<file path="src/rtl/eth_sw_pkg.sv">
// rtl/eth_sw_pkg.sv - shared word/state types for the switch-port packet path
package eth_sw_pkg;
  localparam int ETH_WORD_W = 32;

  typedef struct packed {
    logic                  last;
    logic [ETH_WORD_W-1:0] data;
  } eth_word_t;

  typedef enum logic [1:0] {IDLE, SEND, GAP} tx_state_t;
endpackage

</file>
<file path="src/rtl/eth_tx_fifo.sv">
// rtl/eth_tx_fifo.sv - synchronous first-word-fall-through FIFO of {last, data} entries
module eth_tx_fifo
  import eth_sw_pkg::*;
#(
  parameter int DEPTH = 16
) (
  input  logic      clk,
  input  logic      reset,
  input  logic      i_push,
  input  eth_word_t i_wdata,
  input  logic      i_pop,
  output eth_word_t o_rdata,
  output logic      o_full,
  output logic      o_empty
);
  localparam int AW = (DEPTH > 1) ? $clog2(DEPTH) : 1;
  localparam int CW = $clog2(DEPTH + 1);

  eth_word_t       r_mem [DEPTH];
  logic [AW-1:0]   r_wptr;
  logic [AW-1:0]   r_rptr;
  logic [CW-1:0]   r_cnt;
  logic            w_push;
  logic            w_pop;

  function automatic logic [AW-1:0] next_ptr(input logic [AW-1:0] p);
    return (p == AW'(DEPTH - 1)) ? '0 : p + AW'(1);
  endfunction

  assign o_full  = (r_cnt == CW'(DEPTH));
  assign o_empty = (r_cnt == '0);
  assign w_push  = i_push && !o_full;
  assign w_pop   = i_pop && !o_empty;
  assign o_rdata = r_mem[r_rptr];

  always_ff @(posedge clk) begin
    if (w_push) r_mem[r_wptr] <= i_wdata;
  end

  always_ff @(posedge clk or posedge reset) begin
    if (reset) begin
      r_wptr <= '0;
      r_rptr <= '0;
      r_cnt  <= '0;
    end else begin
      if (w_push) r_wptr <= next_ptr(r_wptr);
      if (w_pop)  r_rptr <= next_ptr(r_rptr);
      case ({w_push, w_pop})
        2'b10:   r_cnt <= r_cnt + CW'(1);
        2'b01:   r_cnt <= r_cnt - CW'(1);
        default: r_cnt <= r_cnt;
      endcase
    end
  end
endmodule

</file>
<file path="src/rtl/eth_pkt_tx.sv">
// rtl/eth_pkt_tx.sv - store-and-forward transmitter onto one switch ingress port
// Buffers whole packets, truncates oversize ones, and emits each packet on contiguous cycles.
module eth_pkt_tx
  import eth_sw_pkg::*;
#(
  parameter int DEPTH         = 16,
  parameter int MAX_PKT_WORDS = 8
) (
  input  logic                         clk,
  input  logic                         reset,
  input  logic                         in_valid,
  output logic                         in_ready,
  input  logic [ETH_WORD_W-1:0]        in_data,
  input  logic                         in_last,
  input  logic                         stall,
  output logic [ETH_WORD_W-1:0]        out_data,
  output logic                         out_sop,
  output logic                         out_eop,
  output logic [$clog2(DEPTH+1)-1:0]   pkt_count,
  output logic                         oversize_err
);
  localparam int PW = $clog2(DEPTH + 1);
  localparam int CW = $clog2(MAX_PKT_WORDS + 1);

  tx_state_t             r_state;
  logic [ETH_WORD_W-1:0] r_out_data;
  logic                  r_out_sop;
  logic                  r_out_eop;
  logic [PW-1:0]         r_pkt_count;
  logic [CW-1:0]         r_wcnt;
  logic                  r_discard;
  logic                  r_oversize;

  logic      w_full;
  logic      w_empty;
  logic      w_accept;
  logic      w_push;
  logic      w_trunc;
  logic      w_pop;
  eth_word_t w_wr;
  eth_word_t w_head;

  assign in_ready = r_discard || !w_full;
  assign w_accept = in_valid && in_ready;
  assign w_push   = w_accept && !r_discard;
  assign w_trunc  = w_push && !in_last && (r_wcnt == CW'(MAX_PKT_WORDS - 1));
  assign w_wr     = '{last: in_last || w_trunc, data: in_data};
  // A start needs a complete packet buffered, so SEND never runs dry.
  assign w_pop    = !w_empty && ((r_state == IDLE && r_pkt_count != '0 && !stall)
                                 || r_state == SEND);

  eth_tx_fifo #(.DEPTH(DEPTH)) u_fifo (
    .clk     (clk),
    .reset   (reset),
    .i_push  (w_push),
    .i_wdata (w_wr),
    .i_pop   (w_pop),
    .o_rdata (w_head),
    .o_full  (w_full),
    .o_empty (w_empty)
  );

  always_ff @(posedge clk or posedge reset) begin
    if (reset) begin
      r_wcnt     <= '0;
      r_discard  <= 1'b0;
      r_oversize <= 1'b0;
    end else begin
      r_oversize <= w_trunc;
      if (r_discard) begin
        if (w_accept && in_last) r_discard <= 1'b0;
      end else if (w_push) begin
        r_wcnt <= w_wr.last ? '0 : r_wcnt + CW'(1);
        if (w_trunc) r_discard <= 1'b1;
      end
    end
  end

  always_ff @(posedge clk or posedge reset) begin
    if (reset) begin
      r_pkt_count <= '0;
    end else begin
      case ({w_push && w_wr.last, w_pop && w_head.last})
        2'b10:   r_pkt_count <= r_pkt_count + PW'(1);
        2'b01:   r_pkt_count <= r_pkt_count - PW'(1);
        default: r_pkt_count <= r_pkt_count;
      endcase
    end
  end

  always_ff @(posedge clk or posedge reset) begin
    if (reset) begin
      r_state    <= IDLE;
      r_out_data <= '0;
      r_out_sop  <= 1'b0;
      r_out_eop  <= 1'b0;
    end else begin
      case (r_state)
        IDLE: begin
          if (w_pop) begin
            r_out_data <= w_head.data;
            r_out_sop  <= 1'b1;
            r_out_eop  <= w_head.last;
            r_state    <= w_head.last ? GAP : SEND;
          end else begin
            r_out_data <= '0;
            r_out_sop  <= 1'b0;
            r_out_eop  <= 1'b0;
          end
        end
        SEND: begin
          r_out_data <= w_head.data;
          r_out_sop  <= 1'b0;
          r_out_eop  <= w_head.last;
          if (w_head.last) r_state <= GAP;
        end
        default: begin
          r_out_data <= '0;
          r_out_sop  <= 1'b0;
          r_out_eop  <= 1'b0;
          r_state    <= IDLE;
        end
      endcase
    end
  end

  assign out_data     = r_out_data;
  assign out_sop      = r_out_sop;
  assign out_eop      = r_out_eop;
  assign pkt_count    = r_pkt_count;
  assign oversize_err = r_oversize;
endmodule

</file>
<file path="config.mk">
export PLATFORM = sky130hd
export DESIGN_NAME = eth_pkt_tx
export DESIGN_NICKNAME = d
export VERILOG_FILES = /design/src/rtl/eth_sw_pkg.sv /design/src/rtl/eth_tx_fifo.sv /design/src/rtl/eth_pkt_tx.sv
export SDC_FILE = /design/constraint.sdc
export NUM_CORES = 1
export LEC_CHECK = 0
export ABC_AREA = 1
export BUFFER_PORTS_ARGS = -buffer_cell sky130_fd_sc_hd__buf_4
export CORE_ASPECT_RATIO = 0.7
export CORE_MARGIN = 5
export CORE_UTILIZATION = 55
export DETAILED_ROUTE_END_ITERATION = 6
export PLACE_DENSITY = 0.79
export SLEW_MARGIN = 20
export SYNTH_ARGS = -nofsm -noshare
export SYNTH_HDL_FRONTEND = slang
export SYNTH_SLANG_ARGS = --single-unit
</file>
<file path="constraint.sdc">
create_clock -name clk -period 3.2 [get_ports clk]
set_input_delay 0.32 -clock clk [delete_from_list [all_inputs] [get_ports clk]]
set_output_delay 0.32 -clock clk [all_outputs]
set_load 0.005 [all_outputs]
</file>
==> summary.md <==
| Metric | Value |
|---|---|
| Status | `finished clean` |
| Final period util | `83.62%` |
| Post-cts repair resize count | `0` |
| Die area | `between 0.05 and 0.06 mm^2` |
| Hold-fix buffers at CTS | `1` |
| Hold slack | `slightly below 0.02 ns` |
| Slew Viols, Final | `0` |
| Pre-Repair DR Iteration Count | `6` |
| Max-cap violations | `0` |
| Pwr Density | `848.1 mW/mm^2` |
| Worst-path fanout max | `8` |
| Post-Syn Area per Cell | `just over 10 um^2` |
| Layout area overhead | `11.92%` |
| Register area share after synthesis | `about two thirds` |
| Post-layout nets | `between 2000 and 3000` |
| Synthesized cell area | `~0.025 mm^2` |
| Detailed Place HPWL | `roughly 33000 um` |
| Synth Net Count | `about 2500` |
| Slew @ Worst Pin | `roughly 1.2 ns` |
| Util after Layout | `between 60% and 70%` |
| DRC viols | `0` |
| Clock Skew | `~0.023 ns` |
| Fillers | `between 3000 and 4000` |
| P_int | `between 0.015 and 0.02 W` |
| Synth area leader | `edfxtp_1` |
| Worst rel slew slack | `between 20 and 25%` |
| Total CTS buffers | `54` |
| Largest net degree at the start of global routing | `86` |
| RSZ-0062 raised after global routing | `false` |
| Buf/Inv on CP | `1` |
| Combinational power share | `around 34%` |
| Port Buf Inserts | `a little under 80` |
| Post-CTS Setup Inserts | `0` |
| Worst-Skew Late Latency | `0.59 ns` |
| Slowest stage delay, CP | `0.45 ns` |
| CP most frequent cell | `nand2_1` |
| EDFF count, synth | `around 530` |
| Startpoint types | `flip-flop` |
| # clock sinks | `588` |
| #FFs+latches synth | `588` |
| CTS clk-pin slew, worst paths | `roughly 0.060 ns` |
| Die height | `between 150 and 200 um` |
| Starting Density | `55.88%` |
| Post-layout min period | `between 2 and 3 ns` |
| Vias in the first global route | `16790` |
| Setup TNS | `0 ns` |
| Fin. Hold Viols | `0` |
| Vias/cell | `approximately 5.3` |
| Slowest CP cell | `dfrtp_1` |
| DR WL/cell | `about 19 um` |
| Max Clk Rate | `around 370 MHz` |
| Leak | `approximately 12 nW` |
| Total grt overflow | `0` |
| Peak supply drop | `0.7087 mV` |
| Crit path capture type | `flip-flop` |
| First-pass GRT wire length | `between 90000 and 100000 um` |
| Asr flop ratio synth | `10.20%` |
| Net Sw Frac | `36.69%` |
| Core area | `about 0.045 mm^2` |
| # H-tree levels | `2` |
| Clock share of power | `around a quarter` |
| Warnings from Yosys | `0` |
| Initial DRC Count | `about 2200` |
| Seq pwr share | `around two fifths` |
| Die W | `around 270 um` |
| IO Pins | `78` |
| Total Routing Usage GR | `a little under a quarter` |
| Post-Route WL | `about 60000 um` |
| Share of cells above drive strength 1 | `~9.6%` |
| Worst hold path type | `input port to flip-flop` |
| WP data arrival | `between 3 and 4 ns` |
| Site row count | `65` |
| Clock tree buffer depth | `3` |
| CP required | `3.72 ns` |
| Initial antenna violation count | `2` |
| CTS tree | `built` |
| Cell count after synthesis | `about 2500` |
| Remaining antenna violation count | `0` |
| Placed cell count | `roughly 3100` |
| Critical path cell sequence | `nor2_1, nand4_1, a21boi_2, buf_4, ha_1, fa_1, nand2_1, nand2_1, a21oi_1, xor2_1, nand2_1, nand2_1` |
| Post-synth cell types | `30` |
| Non-filler cells, final | `3180` |
| GP Congestion | `around 0.84` |
| Final instance area | `between 0.02 and 0.03 mm^2` |
| Clk root buf | `clkbuf_16` |
| Setup-failing EPs final | `0` |
| Placed cell areas | `between 0.02 and 0.03 mm^2` |
| CP top delay family | `adder cells` |
| Setup CP Type | `flip-flop to flip-flop` |
| Psw | `approximately 0.0088 W` |
| Ys flop type | `edfxtp_1` |
| Area fraction of the dominant cell type after synthesis | `between 60% and 70%` |
| Routed via count | `16990` |
| Synth top area cells | `edfxtp_1, nand2_1, dfrtp_1` |
## cell usage after synthesis, types with 12 or more instances
library cell,count
a21oi_1,30
nand3_1,282
ha_1,14
edfxtp_1,528
nor2_1,29
o21ai_0,12
inv_1,398
nand2_1,953
buf_6,26
buf_2,55
dfrtp_1,60
clkbuf_1,18
## cell type report
cell class              instances  area (um^2)  share of cell area, %
multi-input cells            1351         5883                  20.76
repair buffers                132         1094                  3.860
diodes                          1        2.502               0.008832
clock buffers                  67         1431                  5.052
clock inverters                35        280.3                 0.9892
well taps                     603        754.5                  2.663
flip-flops and latches        588        17370                  61.29
inverters                     403         1521                  5.370
## worst reg2reg max path: cells and delay by family, from the launching register on
kind,cells,cell delay (ns)
fa+ha+maj,2,0.72
xor+xnor,1,0.17
flops,1,0.45
buf+inv,1,0.16
simple gates,6,0.71
compound gates,2,0.39
## registers in the layout, indices dropped and copies added (netlist names), 2 cells and up
name,flops
u_fifo.r_rptr,4
pkt_count,5
u_fifo.r_mem,528
r_state,2
out_data,32
u_fifo.r_cnt,5
u_fifo.r_wptr,4
r_wcnt,4
## path summary, 6_finish.rpt
| check | start | endpoint | slack [ns] | cells past startpoint |
|---|---|---|---|---|
| max in group asynchronous | reset | out_data[2] | 1.97 | 4 |
| worst min-delay path | in_data[20] | u_fifo.r_mem[15][20] | 0.02 | 1 |
| worst min register to register | r_state[0] | out_sop | 0.45 | 1 |
| worst max-delay path | u_fifo.r_cnt[0] | u_fifo.r_cnt[4] | 0.52 | 12 |
| worst max register to register | u_fifo.r_cnt[0] | u_fifo.r_cnt[4] | 0.52 | 12 |
| min in group asynchronous | reset | out_data[13] | 0.47 | 3 |
## cell usage in the layout, fill, tap and decap left out, types with 2 or more instances in the layout
cell          n
nand2_1     953
edfxtp_1    528
inv_1       397
nand3_1     282
buf_4       123
dfrtp_1      57
clkbuf_16    55
a21oi_1      30
nor2_4       17
clkinv_2     14
ha_1         14
nor2_1       12
o21ai_0      12
clkinv_1     12
clkbuf_1     11
a21oi_2       8
buf_12        8
nand4_1       5
xnor2_1       5
clkinvlp_4    5
xor2_1        3
bufinv_16     3
a21boi_0      2
inv_6         2
clkinv_8      2
dfrtp_4       2
## logic make-up after synthesis
kind of cell             synth area share (%)
buffers and inverters                   8.734
flip-flops                              68.56
adder cells (fa/ha/maj)                0.7711
XOR/XNOR                               0.2768
AND/OR/NAND/NOR                         20.34
AO/OA/AOI/OAI                           1.315
## power groups by stage
stage          registers [W]  clock network (W)  logic (W)
2_1_floorplan        0.00978                  0    0.00569
3_3_place_gp         0.00986                  0    0.00765
3_5_place_dp         0.00991                  0    0.00791
4_1_cts              0.00975            0.00631    0.00798
5_1_grt              0.00983            0.00668    0.00894
6_report             0.00976            0.00622    0.00804
## layer usage
layer	global-route usage [%]	vias up	wire, um
met5	0	-	23
met4	6.372	4	1390
met3	4.404	116	6040
met2	37.42	890	27580
met1	34.53	7996	24610
li1	-	7983	-
## per-stage QoR
stage                     power (W)  worst slack (ns)
after floorplan             0.01547            0.3003
after global placement      0.01751            0.6602
after detailed placement    0.01781            0.5587
after CTS                   0.02405            0.5438
after global routing        0.02544            0.2537
final                       0.02403            0.5241
No activity file was read; power rests on OpenSTA's default activity.
